==> src/rtl/rsa_pkg.sv <==
// Shared types and helpers for the RSA byte-stream loader.
package rsa_pkg;

    localparam int unsigned BYTE_W = 8;

    typedef enum logic [1:0] {
        LOAD,
        ISSUE,
        WAIT,
        DRAIN
    } loader_state_t;

    function automatic int unsigned nbytes(input int unsigned width);
        return width / BYTE_W;
    endfunction

endpackage

==> src/rtl/rsa_byte_serializer.sv <==
// Parallel WIDTH-bit load, then an MSB-first byte stream with valid/ready handshake.
module rsa_byte_serializer
    import rsa_pkg::*;
#(
    parameter int unsigned WIDTH = 32
) (
    input  logic              clk,
    input  logic              rst,
    input  logic              load_i,
    input  logic [WIDTH-1:0]  data_i,
    input  logic              out_ready_i,
    output logic              out_valid_o,
    output logic [BYTE_W-1:0] out_data_o,
    output logic              last_xfer_c
);

    localparam int unsigned NBYTES = nbytes(WIDTH);
    localparam int unsigned CNT_W  = $clog2(NBYTES + 1);

    logic [WIDTH-1:0] shift_q, shift_d;
    logic [CNT_W-1:0] cnt_q, cnt_d;
    logic             valid_q, valid_d;
    logic             xfer;

    always_comb begin
        shift_d     = shift_q;
        cnt_d       = cnt_q;
        valid_d     = valid_q;
        xfer        = valid_q && out_ready_i;
        last_xfer_c = xfer && (cnt_q == CNT_W'(1));
        if (load_i) begin
            shift_d = data_i;
            cnt_d   = CNT_W'(NBYTES);
            valid_d = 1'b1;
        end else if (xfer) begin
            shift_d = {shift_q[WIDTH-BYTE_W-1:0], {BYTE_W{1'b0}}};
            cnt_d   = cnt_q - CNT_W'(1);
            valid_d = (cnt_q != CNT_W'(1));
        end
    end

    always_ff @(posedge clk) begin
        if (rst) begin
            shift_q <= '0;
            cnt_q   <= '0;
            valid_q <= 1'b0;
        end else begin
            shift_q <= shift_d;
            cnt_q   <= cnt_d;
            valid_q <= valid_d;
        end
    end

    assign out_valid_o = valid_q;
    assign out_data_o  = shift_q[WIDTH-1 -: BYTE_W];

endmodule

==> src/rtl/rsa_block_loader.sv <==
// Byte-stream front/back end for the modexp core: assembles blocks, issues jobs, drains results.
// Optional RSA_RANGE_CHECK_EN: drop blocks with m >= n and pulse blk_err instead of issuing.
module rsa_block_loader
    import rsa_pkg::*;
#(
    parameter int unsigned WIDTH = 32
) (
    input  logic              clk,
    input  logic              rst,
    input  logic              key_wr,
    input  logic [WIDTH-1:0]  key_e,
    input  logic [WIDTH-1:0]  key_n,
    output logic              key_valid,
    output logic              key_err,
    input  logic              in_valid,
    output logic              in_ready,
    input  logic [BYTE_W-1:0] in_data,
    output logic              out_valid,
    input  logic              out_ready,
    output logic [BYTE_W-1:0] out_data,
    output logic              busy,
    output logic              blk_err,
    output logic              mx_go,
    output logic [WIDTH-1:0]  mx_m,
    output logic [WIDTH-1:0]  mx_e,
    output logic [WIDTH-1:0]  mx_n,
    input  logic [WIDTH-1:0]  mx_result,
    input  logic              mx_done
);

    localparam int unsigned NBYTES = nbytes(WIDTH);
    localparam int unsigned CNT_W  = $clog2(NBYTES + 1);

    loader_state_t    state_q, state_d;
    logic [CNT_W-1:0] in_cnt_q, in_cnt_d;
    logic [WIDTH-1:0] blk_q, blk_d;
    logic [WIDTH-1:0] key_e_q, key_e_d;
    logic [WIDTH-1:0] key_n_q, key_n_d;
    logic             key_valid_q, key_valid_d;
    logic             key_err_q, key_err_d;
    logic             in_ready_q, in_ready_d;
    logic             busy_q, busy_d;
    logic             mx_go_q, mx_go_d;
    logic             blk_err_q, blk_err_d;

    logic             in_xfer;
    logic             range_ok;
    logic [WIDTH-1:0] blk_nxt;
    logic             ser_load;
    logic             ser_last_c;

    // Next-state, key handling and block assembly
    always_comb begin
        state_d     = state_q;
        in_cnt_d    = in_cnt_q;
        blk_d       = blk_q;
        key_e_d     = key_e_q;
        key_n_d     = key_n_q;
        key_valid_d = key_valid_q;
        key_err_d   = 1'b0;
        mx_go_d     = 1'b0;
        blk_err_d   = 1'b0;
        ser_load    = 1'b0;
        in_xfer     = in_valid && in_ready_q;
        blk_nxt     = {blk_q[WIDTH-BYTE_W-1:0], in_data};
`ifdef RSA_RANGE_CHECK_EN
        range_ok    = (blk_nxt < key_n_q);
`else
        range_ok    = 1'b1;
`endif

        unique case (state_q)
            LOAD: begin
                if (key_wr && (in_cnt_q == '0)) begin
                    if (key_n < WIDTH'(2)) begin
                        key_err_d   = 1'b1;
                        key_valid_d = 1'b0;
                    end else begin
                        key_e_d     = key_e;
                        key_n_d     = key_n;
                        key_valid_d = 1'b1;
                    end
                end
                if (in_xfer) begin
                    blk_d = blk_nxt;
                    if (in_cnt_q == CNT_W'(NBYTES - 1)) begin
                        in_cnt_d  = '0;
                        state_d   = ISSUE;
                        // go/err are decided here so both are registered into ISSUE
                        mx_go_d   = range_ok;
                        blk_err_d = !range_ok;
                    end else begin
                        in_cnt_d = in_cnt_q + CNT_W'(1);
                    end
                end
            end
            ISSUE:   state_d = mx_go_q ? WAIT : LOAD;
            WAIT: begin
                if (mx_done) begin
                    ser_load = 1'b1;
                    state_d  = DRAIN;
                end
            end
            DRAIN: begin
                if (ser_last_c) begin
                    state_d = LOAD;
                end
            end
            default: state_d = LOAD;
        endcase

        in_ready_d = (state_d == LOAD) && key_valid_d;
        busy_d     = (state_d != LOAD);
    end

    always_ff @(posedge clk) begin
        if (rst) begin
            state_q     <= LOAD;
            in_cnt_q    <= '0;
            blk_q       <= '0;
            key_e_q     <= '0;
            key_n_q     <= '0;
            key_valid_q <= 1'b0;
            key_err_q   <= 1'b0;
            in_ready_q  <= 1'b0;
            busy_q      <= 1'b0;
            mx_go_q     <= 1'b0;
            blk_err_q   <= 1'b0;
        end else begin
            state_q     <= state_d;
            in_cnt_q    <= in_cnt_d;
            blk_q       <= blk_d;
            key_e_q     <= key_e_d;
            key_n_q     <= key_n_d;
            key_valid_q <= key_valid_d;
            key_err_q   <= key_err_d;
            in_ready_q  <= in_ready_d;
            busy_q      <= busy_d;
            mx_go_q     <= mx_go_d;
            blk_err_q   <= blk_err_d;
        end
    end

    rsa_byte_serializer #(
        .WIDTH(WIDTH)
    ) u_ser (
        .clk        (clk),
        .rst        (rst),
        .load_i     (ser_load),
        .data_i     (mx_result),
        .out_ready_i(out_ready),
        .out_valid_o(out_valid),
        .out_data_o (out_data),
        .last_xfer_c(ser_last_c)
    );

    // Key and block registers only change in LOAD, so operands hold through a job
    assign mx_m      = blk_q;
    assign mx_e      = key_e_q;
    assign mx_n      = key_n_q;
    assign mx_go     = mx_go_q;
    assign key_valid = key_valid_q;
    assign key_err   = key_err_q;
    assign in_ready  = in_ready_q;
    assign busy      = busy_q;
    assign blk_err   = blk_err_q;

endmodule

==> config.mk <==
export PLATFORM = sky130hd
export DESIGN_NAME = rsa_block_loader
export DESIGN_NICKNAME = d
export VERILOG_FILES = /design/src/rtl/rsa_pkg.sv /design/src/rtl/rsa_byte_serializer.sv /design/src/rtl/rsa_block_loader.sv
export SDC_FILE = /design/constraint.sdc
export NUM_CORES = 1
export LEC_CHECK = 0
export ABC_AREA = 1
export BUFFER_PORTS_ARGS = -buffer_cell sky130_fd_sc_hd__buf_2
export CAP_MARGIN = 20
export CORE_ASPECT_RATIO = 2
export CORE_MARGIN = 8
export CORE_UTILIZATION = 49
export DETAILED_ROUTE_END_ITERATION = 16
export GPL_TIMING_DRIVEN = 0
export PLACE_DENSITY = 0.8
export SYNTH_ARGS = -nofsm -noshare
export SYNTH_HDL_FRONTEND = slang
export SYNTH_SLANG_ARGS = --single-unit
export TNS_END_PERCENT = 20
==> constraint.sdc <==
create_clock -name clk -period 1.9 [get_ports clk]
set_input_delay 0.38 -clock clk [delete_from_list [all_inputs] [get_ports clk]]
set_output_delay 0.38 -clock clk [all_outputs]
set_load 0.03 [all_outputs]
# Word level (Yosys, flattened, before mapping)
# Cells that the tools add are included.
[op_classes]
order_cmp = 1
reduce_logical = 15
bitwise_logic = 4
mux = 20
add_sub_neg = 2
n_eq_ne = 6
[op_table]
columns = ["cell", "count"]
rows = [
  ["32-bit 2-to-1 mux", 2],
  ["32-bit by 2-bit < comparator with 1-bit output, second input constant", 1],
  ["2-bit 2-to-1 mux", 5],
  ["1-bit 2-to-1 mux", 9],
  ["3-bit 2-to-1 mux", 3],
  ["2-bit one-hot mux with 4 select lines", 1],
  ["3-bit OR reduction", 2],
  ["1-bit logical AND", 5],
  ["2-bit == test, second input constant", 2],
  ["2-bit zero test", 2],
  ["1-bit inverter", 4],
  ["2-bit nonzero test", 2],
  ["3-bit by 1-bit adder with 3-bit output, second input constant", 1],
  ["3-bit by 1-bit == test with 1-bit output, second input constant", 1],
  ["3-bit by 2-bit == test with 1-bit output, second input constant", 1],
  ["3-bit zero test", 1],
  ["3-bit by 1-bit != test with 1-bit output, second input constant", 1],
  ["3-bit AND reduction", 1],
  ["3-bit by 1-bit subtractor with 3-bit output, second input constant", 1],
  ["2-bit by 1-bit == test with 1-bit output, second input constant", 1],
  ["2-bit AND reduction", 1],
  ["2-bit OR reduction", 1],
]
[totals]
out_inout_bits = 111
in_bits = 110
reg_bits = 142

# Logic depth before layout (Yosys ltp)
[depth]
depth_word = 6
depth_mapped = 11
mapped_depth_nobuf = 9

# Cells and area by module
# Synthesis repeated with hierarchy kept, for this count alone.
[hier_totals]
hier_cells = 831
area_unflattened_um2 = 6119.6
[modules_own_cells]
columns = ["module", "n_inst", "area_per_inst_um2", "seq_area_each_um2", "cells_each"]
rows = [
  ["rsa_block_loader", 1, 4319.1, 2122.0, 575],
  ["rsa_byte_serializer", 1, 1800.5, 720.7, 256],
]

# Worst setup path after synthesis
# No wires, ideal clock.
[synth_timing]
path_kind = "flip-flop to flip-flop"
start = "reg in_ready_q, in the netlist in_ready"
end = "reg blk_q[22], in the netlist mx_m[22]"
arrival_time_ns = 1.299
path_slack_ns = 0.485
required_ns = 1.784
path_stages_with_launch = 7
path_cell_list = "dfxtp_1 -> nand2_1 -> nor2_4 -> clkinv_1 -> buf_2 -> nor2_1 -> nor2_1"
[synth_between]
elab_chain_cells = 2
[synth_rtl]
columns = ["item", "line_no", "source"]
rows = [
  ["from (decl)", "rsa_block_loader.sv:41", "logic in_ready_q, in_ready_d;"],
  ["from (signal assigned)", "rsa_block_loader.sv:137", "in_ready_q <= in_ready_d;"],
  ["1-bit logical AND", "rsa_block_loader.sv:64", "in_xfer = in_valid && in_ready_q;"],
  ["2-bit AND reduction (no line)", "--", ""],
  ["to (signal assigned)", "rsa_block_loader.sv:132", "blk_q <= blk_d;"],
  ["to (decl)", "rsa_block_loader.sv:36", "logic [WIDTH-1:0] blk_q, blk_d;"],
]
# No other way between the ends.
# A chain may end at the register's enable or synchronous reset.

# Worst setup path after layout
[layout_timing]
start = "reg in_cnt_q[0]"
end = "reg key_e_q[21], in the netlist mx_e[21]"
[layout_between]
elab_chain_cells = 3
[layout_rtl]
columns = ["item", "line_no", "source"]
rows = [
  ["from (decl)", "rsa_block_loader.sv:35", "logic [CNT_W-1:0] in_cnt_q, in_cnt_d;"],
  ["from (signal assigned)", "rsa_block_loader.sv:131", "in_cnt_q <= in_cnt_d;"],
  ["3-bit zero test", "rsa_block_loader.sv:74", "if (key_wr && (in_cnt_q == '0)) begin"],
  ["1-bit logical AND", "rsa_block_loader.sv:74", ""],
  ["3-bit AND reduction (no line)", "--", ""],
  ["to (signal assigned)", "rsa_block_loader.sv:133", "key_e_q <= key_e_d;"],
  ["to (decl)", "rsa_block_loader.sv:37", "logic [WIDTH-1:0] key_e_q, key_e_d;"],
]
# No other way between the ends.

==> results.yml <==
worst_setup_path:
  critical_path_required_ns: 2.20
  cpPeakStageDelay_ns: 0.32
  largest_fanout_on_the_critical_path: 10
  critPathArrivalTime_ns: 1.94
  worstPathCellList: "inv_1 > ha_1 > nand3_1 > nor2_2 > buf_2 > buf_2 > nand3b_1 > nand2_1 > nor2_1"
  timing.critical_path.buf_inv: 3
  timing.critical_path.mode_cell: "buf_2"
  endpoint_kind: "flip-flop"
  critical_path.top_delay_family: "buffers and inverters"
  timing_worst_setup_path_type: "flip-flop to flip-flop"
  slowest_stage: "dfxtp_1"
  timing.critical_path.from_type: "flip-flop"
detailed_routing:
  avg_wl_per_cell_um: 15.10
  avgViaCountPerCell: 4.978
  via_count: 5849
  ant_nets: 0
  detail_route.wirelength_um: 17740
  drtIter0Drc: 226
  detail_route.first_pass.iterations: 4
  post-route-drc-count: 0
timing:
  final.setup_skew_ns: 0.007922
  timing.final.setup_violations: 0
  tightest_slew_ns: 0.5643
  timing_max_transition_violations_final: 0
  maxSlewHeadroom: 0.6238
  finalCriticalPeriod_ns: 1.640
  finalHoldViolations: 0
  final.period_utilization: 0.8629
  final.setup.tns_ns: 0
  fmax_mhz: 609.9
  grt_setup_unrepaired: "no"
clock_network:
  cts.reportedPaths.clkPinSlew_ns: 0.06
  cts.path.max_buffers: 2
  cts.repair_timing.setup_buffer_count: 0
  clock-root-buffer: "clkbuf_16"
  numCtsBuffers: 17
  cts_repair_resize_count: 0
  htree_levels: 4
  clkSinkCount: 142
  tritoncts_clock_tree: "done"
  post_cts_hold_buffer_count: 0
  worst_skew_pair.late_latency_ns: 0.41
cells_and_area:
  area.sequential_um2: 2843
  area_growth_syn_to_layout_pct: 33.01
  fin_cells: 1175
  filler_cell_count: 1039
  final_nets: 1130
  drive_gt1_frac: 0.2857
  layout.cell_area.non_filler_um2: 7749
  multi_input_comb_area_um2: 2569
floorplanning:
  die-area_um2: 15850
  core_rows: 56
  initial_core_util: 0.4979
  die_w_um: 93.10
  design.portCount: 221
  core_um2: 11700
  floorplan.die.height_um: 170.2
pwr:
  design_power_total_w: 0.008095
  leakage_nw: 3.841
  pwr_density_cell_nw_per_um2: 1045
  worst_ir_drop_on_vdd_mv: 0.7437
synth:
  yosys_warnings: 0
  syn_avg_cell_area_um2: 7.488
  synthDominantAreaCellType: "dfxtp_1"
  synth_seq_cells: 142
  synthesis.area_um2: 5826
  synth_cell_types: 25
  synth_top_flop_cell: "dfxtp_1"
  netlist_top_cells_count: "nor2_1 (217), nand2_1 (150), dfxtp_1 (142)"
  post_synth_inst_count: 778
  synth.top_cell.area_share: 0.4880
  synthArstFlopShare: 0
  yosysSeqAreaShare: 0.4880
  syn_nets: 892
  synth_edf_count: 0
  ys_top_cells_by_area: "dfxtp_1 (49%), nor2_1 (14%), nand2_1 (9.7%), nand3b_1 (8.1%), o21ai_0 (5.5%)"
  yosys.cell_count.top_type: "nor2_1"
outcome:
  outcome: "finished, final reports clean"
grt:
  maximum_number_of_pins_on_one_net_before_global_route_repair: 17
  groute.usage.overall: 0.2232
  grt_pass1_wl_um: 28230
  grt-ovfl-total: 0
  grt_pass1_vias: 6000
  antenna_found_initial: 1
placement:
  hpwl_reported_at_the_end_of_detailed_placement_um: 13790
  buffer_ports.inserted: 219
  dpl-instance-area_um2: 7103
  gp_congestion: 0.8449
  dp.cells: 1142
job:
  max-cap-violations: 0
worst_hold_path:
  hold_path_class: "input port to flip-flop"
worst min-delay path, cell delays in order:
cell and delay (ns):
buf_2 0.07, nor2_1 0.03, nor2_1 0.08
placed cells by master, fill, tap and decap left out, types with 3 or more instances in the layout:
cell type / instances
a21oi_1: 16
a31oi_1: 22
buf_1: 3
buf_2: 235
buf_4: 11
buf_6: 6
bufinv_16: 4
clkbuf_1: 25
clkbuf_16: 17
clkinv_4: 5
dfxtp_1: 142
ha_1: 4
inv_1: 14
inv_2: 5
inv_6: 4
nand2_1: 150
nand3_1: 5
nand3b_1: 63
nor2_1: 217
nor3_1: 3
o21ai_0: 64
stage by stage:
stage	setup slack, ns	util	hold WS [ns]
floorplan	0.4846	-	0.4323
global placement	-0.008091	0.6070	0.4417
detailed placement	-0.01692	0.6070	0.4484
CTS	0.2337	0.6620	0.1823
global route	0.09995	0.6622	0.1805
finish	0.2605	0.6622	0.1965
state kept, by name (all words and copies together), names as in the netlist:
register and count:
mx_e 32, mx_m 32, mx_n 32, u_ser.shift_q 32
in_cnt_q 3, u_ser.cnt_q 3, state_q 2, busy 1
in_ready 1, key_err 1, key_valid 1, mx_go 1
u_ser.out_valid_o 1
per-layer routing:
| layer | track usage | routed length (µm) | vias to the layer above |
|---|---|---|---|
| met5 | 0 | 0 | - |
| met4 | 0.1137 | 625 | 0 |
| met3 | 0.06443 | 1069 | 45 |
| met2 | 0.4334 | 9826 | 192 |
| met1 | 0.1977 | 6222 | 2655 |
| li1 | - | - | 2957 |
cell type report:
cell class	count	area share
Inverter	21	0.01017
Tap cell	145	0.02341
Antenna cell	1	0.0003229
Clock buffer	18	0.05668
Timing Repair Buffer	219	0.1414
Clock inverter	14	0.02632
Buffer	61	0.04327
Multi-Input combinational cell	554	0.3315
Sequential cell	142	0.3669
cells by family (layout without fill, tap and decap cells):
group / count (synthesis) / count (layout) / share of synthesized area
DFF: 142 / 142 / 0.4880
and+or+nand+nor: 445 / 445 / 0.3361
AOI/OAI and AO/OA: 103 / 103 / 0.09407
other: 1 / 2 / 0.0006437
adders and majority gates: 4 / 4 / 0.008591
xor gates and xnor gates: 1 / 1 / 0.001504
buffers and inverters: 82 / 333 / 0.07109
worst paths after layout:
path,cells after the start,slack [ns],startpoint,to
worst max-delay path,9,0.26,in_cnt_q[0],mx_e[21]
worst max register to register,9,0.26,in_cnt_q[0],mx_e[21]
worst min-delay path,3,0.20,in_data[0],mx_m[0]
worst min register to register,2,0.46,in_cnt_q[2],in_cnt_q[2]
where the power goes:
group	switching, W	total, W	internal (W)	leakage, nW
logic	0.000826	0.00124	0.000410	2.36
clock network	0.00134	0.00360	0.00226	0.316
registers	0.000100	0.00326	0.00316	1.16
No activity file was read; power rests on OpenSTA's default activity.
